[src/rtl/spi_transaction_sequencer.sv]
// spi_transaction_sequencer: frames each chip-select window into an address byte plus payload,
// loads selector responses into the transmit register, caps payload length and aborts stalled transfers.
module spi_transaction_sequencer #(
    parameter int MAX_PAYLOAD    = 255,
    parameter int TIMEOUT_CYCLES = 65535
) (
    input  logic       clock,
    input  logic       reset_n,
    input  logic       cs_active_in,
    input  logic [7:0] rx_data_in,
    input  logic       rx_data_in_valid,
    output logic [7:0] address_out,
    output logic       address_out_valid,
    output logic [7:0] payload_data_out,
    output logic       payload_data_out_valid,
    input  logic [7:0] response_data_in,
    input  logic       response_data_in_valid,
    output logic [7:0] tx_data_out,
    output logic       tx_data_out_load,
    output logic [7:0] byte_count_out,
    output logic       overflow_out,
    output logic       timeout_out
);
    typedef enum logic [1:0] {IDLE, ADDRESS, PAYLOAD, ABORT} state_t;
    localparam logic [7:0]  MAX_B   = 8'(MAX_PAYLOAD);
    localparam logic [15:0] WD_LAST = 16'(TIMEOUT_CYCLES - 1);
    state_t      state_q, state_d;
    logic [7:0]  addr_q, addr_d, pay_q, pay_d, cnt_q, cnt_d, tx_q, tx_d;
    logic        av_q, av_d, pv_q, pv_d, ovf_q, ovf_d, load_q, load_d, to_q, to_d;
    logic [15:0] wd_q, wd_d;
    always_comb begin
        state_d = state_q;
        addr_d  = addr_q;
        av_d    = av_q;
        pay_d   = pay_q;
        pv_d    = 1'b0;
        cnt_d   = cnt_q;
        ovf_d   = ovf_q;
        tx_d    = tx_q;
        load_d  = 1'b0;
        wd_d    = wd_q;
        to_d    = 1'b0;
        case (state_q)
            IDLE: if (cs_active_in) begin
                state_d = ADDRESS;
                cnt_d   = 8'd0;
                ovf_d   = 1'b0;
                tx_d    = 8'd0;
                wd_d    = 16'd0;
                load_d  = 1'b1;
            end
            ADDRESS, PAYLOAD: if (!cs_active_in) begin
                // chip select release wins over any byte strobed in the same cycle
                state_d = IDLE;
                av_d    = 1'b0;
            end else begin
                if (response_data_in_valid) begin
                    tx_d   = response_data_in;
                    load_d = 1'b1;
                end
                if (rx_data_in_valid) begin
                    wd_d = 16'd0;
                    if (state_q == ADDRESS) begin
                        addr_d  = rx_data_in;
                        av_d    = 1'b1;
                        state_d = PAYLOAD;
                    end else if (cnt_q < MAX_B) begin
                        pay_d = rx_data_in;
                        pv_d  = 1'b1;
                        cnt_d = cnt_q + 8'd1;
                    end else begin
                        ovf_d = 1'b1;
                    end
                end else if (TIMEOUT_CYCLES != 0 && wd_q == WD_LAST) begin
                    state_d = ABORT;
                    to_d    = 1'b1;
                    av_d    = 1'b0;
                end else begin
                    wd_d = wd_q + 16'd1;
                end
            end
            ABORT: state_d = cs_active_in ? ABORT : IDLE;
        endcase
    end
    always_ff @(posedge clock or negedge reset_n) begin
        if (!reset_n) begin
            state_q <= IDLE;
            addr_q  <= 8'd0;
            av_q    <= 1'b0;
            pay_q   <= 8'd0;
            pv_q    <= 1'b0;
            cnt_q   <= 8'd0;
            ovf_q   <= 1'b0;
            tx_q    <= 8'd0;
            load_q  <= 1'b0;
            wd_q    <= 16'd0;
            to_q    <= 1'b0;
        end else begin
            state_q <= state_d;
            addr_q  <= addr_d;
            av_q    <= av_d;
            pay_q   <= pay_d;
            pv_q    <= pv_d;
            cnt_q   <= cnt_d;
            ovf_q   <= ovf_d;
            tx_q    <= tx_d;
            load_q  <= load_d;
            wd_q    <= wd_d;
            to_q    <= to_d;
        end
    end
    assign address_out            = addr_q;
    assign address_out_valid      = av_q;
    assign payload_data_out       = pay_q;
    assign payload_data_out_valid = pv_q;
    assign tx_data_out            = tx_q;
    assign tx_data_out_load       = load_q;
    assign byte_count_out         = cnt_q;
    assign overflow_out           = ovf_q;
    assign timeout_out            = to_q;
endmodule

[config.mk]
export PLATFORM = sky130hd
export DESIGN_NAME = spi_transaction_sequencer
export DESIGN_NICKNAME = d
export VERILOG_FILES = /design/src/rtl/spi_transaction_sequencer.sv
export SDC_FILE = /design/constraint.sdc
export NUM_CORES = 1
export LEC_CHECK = 0
export ABC_AREA = 1
export CAP_MARGIN = 10
export CORE_ASPECT_RATIO = 0.5
export CORE_MARGIN = 3
export CORE_UTILIZATION = 55
export DETAILED_ROUTE_END_ITERATION = 6
export GPL_TIMING_DRIVEN = 0
export PLACE_DENSITY = 0.84
export SLEW_MARGIN = 20
export SYNTH_ARGS = -nofsm -noshare
export SYNTH_HDL_FRONTEND = slang
export SYNTH_SLANG_ARGS = --single-unit
[constraint.sdc]
create_clock -name clock -period 4.7 [get_ports clock]
set_input_delay 0.47 -clock clock [delete_from_list [all_inputs] [get_ports clock]]
set_output_delay 0.47 -clock clock [all_outputs]
set_load 0.01 [all_outputs]
==> metrics <==
Area after DPL=0.00362 mm2; Setup-failing EPs final=0; Gate power share=44.7%; LEAKAGE=1.72 nW; part of the cycle the worst path needs=43.9%; DRT iter0 DRCs=130; number of iterations in the first detailed-routing pass=4; Clock transition at path regs=0.11 ns; status=completed; Seq/Total Area, Yosys=46.2%; Max Cap Violations=0; chip height=58.0 um; Clock Root Buffer=clkbuf_8; simple-gate portion of the synthesized area=28.7%; WP data arrival=2.27 ns; CP Capture Type=flip-flop; TritonCTS clock tree=yes; post-CTS setup buffer count=0; Area growth syn-to-layout=24.6%; Initial Util=58.8%; WL/cell=14.1 um; hold_buf cts=0; Die Area=0.00639 mm2; critical path type=flip-flop to flip-flop; CP most frequent cell=buf_6; Cell Pwr Density=463 mW/mm2; Area contributors post-synth=dfrtp_1 (46%), nand2_1 (13%), o21ai_2 (5.6%), inv_1 (4.5%), nand3_1 (4.0%); worst skew pair latency=0.31 ns; Seq pwr share=39.7%; vias in the first global route=2,562; slowest stage cell, crit path=dfrtp_1; most frequent cells after synthesis=nand2_1 (100), dfrtp_1 (55), inv_1 (36); Vias=2,516; Ant. Diodes=0; Critical Path RT=4.91 ns; post-DP HPWL=5050 um; Hold Path Class=input port to async pin; compound-gate portion of the synthesized area=12.5%; Clk pwr share=15.5%; switching part of the total=38.9%; Fmax=485 MHz; CP Cell Sequence=inv_1, ha_1, buf_6, clkinv_2, nor2_4, nor3_4, nand3_4, buf_6, nand2_2, o21ai_2; slew margin rel.=53.5%; I/O pin count=58; initial antenna violation count=0; ANT nets after route=0; Synth top area share=46.2%; Final Cell Area=0.00371 mm2; unrepaired setup endpoints after global routing=false; H-tree Lvls=2; fraction of layout cells with a size suffix above 1=12.9%; largest family of logic cells by synthesized area=simple AND/OR/NAND/NOR gates; Synth Area in Adders=3.78%; Core Util, Final=73.2%; grt ovf=0; Die Width=110 um; count leader, synth=nand2_1; Num CTS Buffers=5; Critical Path Fanout Max=10; first-pass GRT wire length=11,600 um; Period minus WS final=2.06 ns; Placement Rows=18; Final Slew Violations=0; mux share of post-synthesis cell area=0%; Clock Skews=0.0137 ns; Seq cells post-synth=55; GRT Total Usage=23.1%; YS warnings=0; maximum root-to-sink buffer count=2; Via density=5.23; Slowest Stage Delay on Critical Path=0.45 ns; top_reg_cell synth=dfrtp_1; maximum vdd drop=352 uV; largest net degree at the start of global routing=56; unique cell type count in the Yosys netlist=32; crit start category=flip-flop; Post-Synth XOR/XNOR Area=2.06%; Synth Instances=348; Post-synth ARST share=100%; setup TNS=0 ns; nets@finish=441; gpl congestion=0.932; Syn Std Cell Area=0.00298 mm2; Pint=1.05 mW; number of synthesized flops with an enable pin=0; # port buffers=56; Slew @ Worst Pin=0.697 ns; core footprint=0.00507 mm2; final hold vios=0; P_sw=0.668 mW; post-synth top area cell=dfrtp_1; Post-Syn Area per Cell=8.56 um2; Num Clock Sinks=55; post_cts resized=0; DRC viols=0; Syn Nets=378; Detailed Route WL=6760 um
[sequential cells by signal, summed over array words and instances, names as in the netlist]
name	count
overflow_out	1
address_out	8
wd_q	16
byte_count_out	8
tx_data_out	8
timeout_out	1
payload_data_out_valid	1
tx_data_out_load	1
state_q	2
payload_data_out	8
address_out_valid	1
[cell usage in the layout, fill, tap and decap left out, drive strengths merged]
master,netlist,final
nand2,110,110
dfrtp,55,55
clkdlybuf4s50,0,55
o21ai,48,48
inv,36,37
nor2,27,27
nand3,25,25
nand4,9,9
ha,9,9
clkbuf,3,8
xor2,6,6
buf,4,5
a21oi,4,4
o21bai,4,4
nor3,4,4
clkinv,2,3
or2,1,1
xnor2,1,1
[through the flow]
stage | instances | setup WS [ns] | total power [mW] | hold WS, ns
2_1_floorplan | 348 | 2.89 | 1.11 | 0.174
3_3_place_gp | 474 | 1.50 | 1.42 | 0.455
3_5_place_dp | 474 | 2.57 | 1.46 | 0.465
4_1_cts | 481 | 2.64 | 1.73 | 0.224
5_1_grt | 481 | 2.50 | 1.84 | 0.251
6_report | 481 | 2.64 | 1.72 | 0.196
[layout make-up]
cell class / instances / area [um2]
multi-input cells: 248 / 1400
flip-flops and latches: 55 / 1380
fillers: 380 / 1360
repair buffers: 56 / 558
inverters: 38 / 144
well taps: 70 / 87.6
clock buffers: 5 / 68.8
plain buffers: 7 / 56.3
clock inverters: 2 / 17.5
[metal layers]
metal | up-vias | GRT usage [%] | part of all wire, %
met5 | - | 0 | 0
met4 | 0 | 5.68 | 1.3
met3 | 12 | 5.78 | 4.8
met2 | 58 | 39.3 | 49
met1 | 1204 | 29.8 | 45
li1 | 1242 | - | -
[worst paths after layout]
kind,from,endpoint,slack (ns),cells after the start
hold reg to reg,address_out_valid,address_out_valid,0.49,2
hold / removal,reset_n,tx_data_out_load,0.20,1
setup reg to reg,state_q[0],payload_data_out[7],2.64,10
max in group asynchronous,reset_n,payload_data_out[1],4.04,1
min in group clock,address_out_valid,address_out_valid,0.49,2
setup / recovery,state_q[0],payload_data_out[7],2.64,10
[worst max-delay path, delay by kind of cell, from the launching register on]
family / cells / cell delay, ns
compound gates: 1 / 0.05
fa+ha+maj: 1 / 0.31
flops: 1 / 0.45
buf+inv: 4 / 0.55
simple gates: 4 / 0.59
[kinds of logic (layout without fill, tap and decap cells)]
group                      count (synthesis)  in the layout
adders and majority gates                  9              9
DFF                                       55             55
xor gates and xnor gates                   7              7
buffers and inverters                     45            108
and+or+nand+nor                          176            176
AOI/OAI and AO/OA                         56             56
[power groups by stage]
stage / Sequential (mW) / Combinational [mW] / Clock (mW)
final: 0.682 / 0.768 / 0.267
after global routing: 0.698 / 0.848 / 0.290
after CTS: 0.681 / 0.778 / 0.269
after detailed placement: 0.687 / 0.773 / 0
after global placement: 0.681 / 0.744 / 0
after floorplan: 0.725 / 0.385 / 0
Power figures use the tool's default switching activity.
